==> src/rtl/cpu_pkg.sv <==
// Shared CPU constants and types used by fetch, decode and the 64x16 RAM.
package cpu_pkg;
  localparam int ADDR_WIDTH = 6;
  localparam int DATA_WIDTH = 16;
  localparam logic [DATA_WIDTH-1:0] HALT_WORD = 16'hFFFF;

  typedef logic [ADDR_WIDTH-1:0] addr_t;
  typedef logic [DATA_WIDTH-1:0] word_t;

  typedef enum logic {
    RUN    = 1'b0,
    HALTED = 1'b1
  } fetch_state_e;
endpackage

==> src/rtl/fetch_perf_cnt.sv <==
// Saturating 16-bit event counter; only built when INSTR_FETCH_PERF_EN is defined.
module fetch_perf_cnt (
  input  logic        clk,
  input  logic        rst_n,
  input  logic        inc,
  output logic [15:0] count
);
  logic [15:0] count_d, count_q;

  always_comb begin
    count_d = count_q;
    if (inc && (count_q != 16'hFFFF)) count_d = count_q + 16'd1;
  end

  always_ff @(posedge clk) begin
    if (!rst_n) count_q <= '0;
    else        count_q <= count_d;
  end

  assign count = count_q;
endmodule

==> src/rtl/instr_fetch.sv <==
// Instruction fetch: PC drives RAM read port, word captured into IR, valid/ready to decode.
// Optional INSTR_FETCH_PERF_EN adds a saturating fetch_count output.
module instr_fetch #(
  parameter int                           ADDR_WIDTH = cpu_pkg::ADDR_WIDTH,
  parameter int                           DATA_WIDTH = cpu_pkg::DATA_WIDTH,
  parameter logic [ADDR_WIDTH-1:0]        RESET_PC   = '0,
  parameter logic [DATA_WIDTH-1:0]        HALT_WORD  = cpu_pkg::HALT_WORD
) (
  input  logic                  clk,
  input  logic                  rst_n,
  output logic [ADDR_WIDTH-1:0] mem_addr,
  input  logic [DATA_WIDTH-1:0] mem_data,
  input  logic                  branch_valid,
  input  logic [ADDR_WIDTH-1:0] branch_target,
  output logic                  ir_valid,
  input  logic                  ir_ready,
  output logic [DATA_WIDTH-1:0] ir_data,
  output logic [ADDR_WIDTH-1:0] ir_pc,
  output logic                  halted
`ifdef INSTR_FETCH_PERF_EN
  , output logic [15:0]         fetch_count
`endif
);
  import cpu_pkg::*;

  fetch_state_e          state_q, state_d;
  logic [ADDR_WIDTH-1:0] pc_q, pc_d, ir_pc_q, ir_pc_d;
  logic [DATA_WIDTH-1:0] ir_data_q, ir_data_d;
  logic                  ir_valid_q, ir_valid_d;
  logic                  load, is_halt, fetch_ok;

  // A load requires the IR slot to be free or draining this edge; branches preempt it.
  assign load     = (state_q == RUN) && (!ir_valid_q || ir_ready) && !branch_valid;
  assign is_halt  = (mem_data == HALT_WORD);
  assign fetch_ok = load && !is_halt;

  always_ff @(posedge clk) begin
    if (!rst_n) begin
      state_q    <= RUN;
      pc_q       <= RESET_PC;
      ir_valid_q <= 1'b0;
      ir_data_q  <= '0;
      ir_pc_q    <= '0;
    end else begin
      state_q    <= state_d;
      pc_q       <= pc_d;
      ir_valid_q <= ir_valid_d;
      ir_data_q  <= ir_data_d;
      ir_pc_q    <= ir_pc_d;
    end
  end

  always_comb begin
    state_d = state_q;
    if (branch_valid)         state_d = RUN;
    else if (load && is_halt) state_d = HALTED;
  end

  always_comb begin
    pc_d       = pc_q;
    ir_valid_d = ir_valid_q;
    ir_data_d  = ir_data_q;
    ir_pc_d    = ir_pc_q;
    if (branch_valid) begin
      pc_d       = branch_target;
      ir_valid_d = 1'b0;
    end else if (load) begin
      ir_valid_d = !is_halt;
      if (!is_halt) begin
        ir_data_d = mem_data;
        ir_pc_d   = pc_q;
        pc_d      = pc_q + ADDR_WIDTH'(1);
      end
    end
  end

  always_comb begin
    halted = (state_q == HALTED);
  end

  assign mem_addr = pc_q;
  assign ir_valid = ir_valid_q;
  assign ir_data  = ir_data_q;
  assign ir_pc    = ir_pc_q;

`ifdef INSTR_FETCH_PERF_EN
  fetch_perf_cnt u_perf (
    .clk   (clk),
    .rst_n (rst_n),
    .inc   (fetch_ok),
    .count (fetch_count)
  );
`else
  logic unused_fetch_ok;
  assign unused_fetch_ok = fetch_ok;
`endif
endmodule
==> config.mk <==
export PLATFORM = sky130hd
export DESIGN_NAME = instr_fetch
export DESIGN_NICKNAME = d
export VERILOG_FILES = /design/src/rtl/cpu_pkg.sv /design/src/rtl/fetch_perf_cnt.sv /design/src/rtl/instr_fetch.sv
export SDC_FILE = /design/constraint.sdc
export NUM_CORES = 1
export LEC_CHECK = 0
export ABC_AREA = 1
export CAP_MARGIN = 20
export CORE_MARGIN = 3
export CORE_UTILIZATION = 43
export CTS_BUF_LIST = sky130_fd_sc_hd__clkbuf_4 sky130_fd_sc_hd__clkbuf_8
export CTS_CLUSTER_SIZE = 8
export DETAILED_ROUTE_END_ITERATION = 8
export PLACE_DENSITY_LB_ADDON = 0.25
export SETUP_SLACK_MARGIN = 0.5
export SYNTH_ARGS = -nofsm -noshare
export SYNTH_HDL_FRONTEND = slang
export SYNTH_SLANG_ARGS = --single-unit
==> constraint.sdc <==
create_clock -name clk -period 1.51 [get_ports clk]
set_input_delay 0.151 -clock clk [delete_from_list [all_inputs] [get_ports clk]]
set_output_delay 0.151 -clock clk [all_outputs]
set_load 0.005 [all_outputs]
# Yosys cells after proc, flatten, opt, wreduce, memory -nomap -nowiden
# Index checks and enable logic that the tools add are counted.
dict set report word_totals {
  ff_bits 30
  out_inout_bits 30
}
dict set report classes {
  add_sub_neg 1
  n_eq_ne 2
  n_mux 3
  n_bitwise 4
  reduce_logical 11
}
# cell count
set ops {}
lappend ops {{$mux W6} 3}
lappend ops {{$eq A16 B16 Y1 const B} 1}
lappend ops {{$add A6 B1 Y6 const B} 1}
lappend ops {{$not A1 Y1} 4}
lappend ops {{$logic_and A1 B1 Y1} 3}
lappend ops {{$logic_not A1 Y1} 3}
lappend ops {{$reduce_and A3 Y1} 1}
lappend ops {{$ne A2 B2 Y1 const B} 1}
lappend ops {{$reduce_and A2 Y1} 1}
lappend ops {{$reduce_bool A2 Y1} 1}
lappend ops {{$reduce_or A2 Y1} 1}
lappend ops {{$logic_or A1 B1 Y1} 1}

# Logic depth before layout (Yosys ltp)
dict set report depth {
  ltp_word 6
  ltp_mapped 10
  ltp_nobuf 9
}

# Worst setup path before layout
# OpenSTA, ideal clock, no wires.
dict set report synth_path {
  path_kind {reg2reg}
  startpoint {reg ir_valid_q, in the netlist ir_valid}
  endpoint {reg ir_valid_q, in the netlist ir_valid}
  arrival_ns 1.072
  path_slack_ns 0.323
  path_stages_with_launch 8
  n_path_buf 1
  synth_period_minus_slack_ns 1.187
  path_cell_list {dfxtp_1 inv_1 o21ai_1 nor2_2 nand2_4 inv_2 buf_6 o21a_1}
}
dict set report synth_between {
  elab_chain_len 4
}
# element line_no
set synth_rtl {}
lappend synth_rtl {{start: declaration} instr_fetch.sv:29} ;# logic ir_valid_q, ir_valid_d;
lappend synth_rtl {{start signal: assignment} instr_fetch.sv:47} ;# ir_valid_q <= ir_valid_d;
lappend synth_rtl {{$logic_not A1 Y1} instr_fetch.sv:33} ;# assign load = (state_q == RUN) && (!ir_valid_q || ir_ready) && !branch_valid;
lappend synth_rtl {{$logic_or A1 B1 Y1} instr_fetch.sv:33}
lappend synth_rtl {{$logic_and A1 B1 Y1 (2 in a row)} instr_fetch.sv:33}
# Every way passes these cells.
# A chain may end at the register's enable or synchronous reset.

# Worst setup path after layout
dict set report layout_path {
  startpoint {reg ir_valid_q, in the netlist ir_valid}
  endpoint {reg ir_data_q[6], in the netlist ir_data[6]}
}
dict set report layout_between {
  elab_chain_len 5
}
# element line_no
set layout_rtl {}
lappend layout_rtl {{$logic_not A1 Y1} instr_fetch.sv:33}
lappend layout_rtl {{$logic_or A1 B1 Y1} instr_fetch.sv:33}
lappend layout_rtl {{$logic_and A1 B1 Y1 (2 in a row)} instr_fetch.sv:33}
lappend layout_rtl {{$reduce_and A3 Y1 (no line)} --}
lappend layout_rtl {{end signal: assignment} instr_fetch.sv:48} ;# ir_data_q <= ir_data_d;
lappend layout_rtl {{end: declaration} instr_fetch.sv:28} ;# logic [DATA_WIDTH-1:0] ir_data_q, ir_data_d;
# Every way passes these cells.

==> results.ini <==
[status]
status = finished, final reports clean

[clocking]
cts_hold_buf = 0
cts_tree = done
insertion_delay_ps = 340
cts_root_buffer = clkbuf_4
htreeDepth = 2
clk_pin_slew_ps = 110
numCtsBuffers = 5
clock-sinks = 30
cts_buffer_depth = 2

[timing]
fin_crit_ps = 1260
relSlewSlack = 0.795
finalHoldViolations = 0
finalSetupTns_ps = 0
setup_viol = 0
rsz0062_at_grt = true
slew_violations = 0
fmax_mhz = 794
fin_skew_ps = 16.4
fin_crit_sh = 0.834
worst_pin_slew_ps = 307

[place]
place_congestion = 0.908
port_buffers = 55
dp_hpwl_mm = 2.54
place_area_mm2 = 0.00194

[drt]
vias = 1583
wl_per_cell_um = 15.2
dr.pass1.iters = 4
drc = 0
via_per_inst = 5.26
drt_wl_total_mm = 4.58
drtAntennaViolNets = 0
initialDrtViolationCount = 52

[floorplanning]
rows = 19
start_util = 0.465
die_area_mm2 = 0.00379
chipWidth_um = 61.5
design.core.area_mm2 = 0.00285
ioPinCount = 56
die_height_um = 61.5

[yosys]
yosysWarnings = 0
yosys-top-cells-area = dfxtp_1 (45%), nor2_1 (17%), nand2_1 (8.5%)
syn_area_per_cell_um2 = 7.02
synthDistinctLibCells = 25
ys_seq_area_frac = 0.453
synthTopCellsByCount = nor2_1 (59), dfxtp_1 (30), nand2_1 (30), o21ai_0 (22), nand3_1 (10)
yosysTopAreaCell = dfxtp_1
synth-seq-cells = 30
synth_edf_count = 0
async_reset_ff_frac = 0
synth_nets = 216
ys.flop_type = dfxtp_1
synth.top_cell.area_share = 0.453
yosysMostFrequentCell = nor2_1
synthesis.area_mm2 = 0.00133
synth_cells = 189

[worst_hold_path]
hold_path.class = in -> reg

[grt]
overflow = 0
grt_pass1_vias = 1447
antenna_found_initial = 0
grt_first_pass_wirelength_mm = 6.66
grt_max_degree = 24
grt_use_total = 0.240

[cells_and_area]
syn2layout_area_growth_pct = 73.8
drive_above_1_share = 0.522
fin_area_mm2 = 0.00230
final_core_util = 0.808
antennaDiodeCount = 0
fin_nets = 296
fillers = 201
multiInputGateArea_um2 = 836
regArea_um2 = 648

[power_and_ir_drop]
total_power_mw = 1.95
leakage_nw = 1.05
p_comb_frac = 0.231
switching_power_uw = 552
peakVddDrop_mv = 0.689
swShare = 0.283
power_density_mw_per_mm2 = 845
power_frac_clock = 0.311
seqPwrFrac = 0.457
internal-power_mw = 1.40

[flow_run]
max_cap_viol_count = 0

[setup_path]
cp-start-kind = flop
critPathArrivalTime_ps = 1480
cp_max_fo = 8
required_ps = 1730
cp-end-kind = flop
path_class = reg -> reg

## through the flow
step | worst slack (ps) | hold WS (ps) | instances
final | 251 | 213 | 301
after CTS | 316 | 200 | 298
after floorplan | 397 | 287 | 189
after detailed placement | -152 | 471 | 277
after global routing | 203 | 217 | 301
after global placement | -113 | 462 | 277
## critical path, stage by stage (launching register included)
cell and delay, ps:
dfxtp_2 340, inv_2 70, o21ai_4 70, nor2_4 170, nand2_8 120, buf_8 160
o21ai_2 120, nor2_1 70
## path summary, 6_finish.rpt
path	startpoint	endpoint	slack, ps	cells past startpoint
max	ir_valid	ir_data[6]	250	7
min	mem_data[1]	ir_data[1]	210	3
max reg2reg	ir_valid	ir_data[6]	250	7
min reg2reg	ir_data[10]	ir_data[10]	480	2
## power by group through the flow
stage	combinational [mW]	clock, mW	sequential, mW
5_1_grt	0.492	0.646	0.898
3_3_place_gp	0.359	0	0.906
4_1_cts	0.412	0.599	0.888
6_report	0.450	0.606	0.891
3_5_place_dp	0.365	0	0.907
2_1_floorplan	0.144	0	0.907
## layout by cell type, fill, tap and decap left out, types with 2 or more instances in the layout
cell,instances
o21ai_4,3
a21oi_2,3
inv_2,3
dfxtp_4,4
nor2_1,53
buf_2,21
o21ai_2,20
nand3_1,8
dlygate4sd2_1,16
dfxtp_2,26
buf_6,9
nand2_1,28
inv_1,4
clkdlybuf4s50_1,9
clkbuf_4,5
nand2_2,2
buf_4,16
nor2_2,6
clkbuf_2,6
o21ai_1,3
clkbuf_8,3
nor2_4,2
o21ai_0,2
## flip-flops by register name (all words and copies together), names as in the netlist
| name | count |
|---|---|
| halted | 1 |
| ir_data | 16 |
| mem_addr | 6 |
| ir_valid | 1 |
| ir_pc | 6 |
## metal layers
layer | global-route usage | up-vias | share of wire
met5 | 0 | - | 0
met4 | 0.0848 | 0 | 0.028
met3 | 0.0650 | 15 | 0.057
met2 | 0.420 | 63 | 0.52
met1 | 0.280 | 735 | 0.39
li1 | - | 770 | -
## cell type report
| cell class | instances | area share |
|---|---|---|
| tap | 31 | 0.0168 |
| clock buffer | 8 | 0.0342 |
| sequential | 30 | 0.281 |
| timing repair buffer | 80 | 0.282 |
| multi-input combinational | 142 | 0.363 |
| inverter | 10 | 0.0233 |
## kinds of logic (layout without fill, tap and decap cells)
family,count (synthesis),count (layout),share of synthesized area
and+or+nand+nor,104,104,0.320
adders and majority gates,1,1,0.00943
muxes,1,1,0.00755
AOI/OAI and AO/OA,35,35,0.139
buffers and inverters,17,98,0.0651
xor gates and xnor gates,1,1,0.00660
DFF,30,30,0.453
## repair_timing
action                     CTS  global route
gates cloned                 1             0
gates resized for setup    214            33
setup buffers               12             3
setup endpoints to repair   60            43
pin swaps                   21            12
Note: power is estimated with default switching activity, not from simulation.
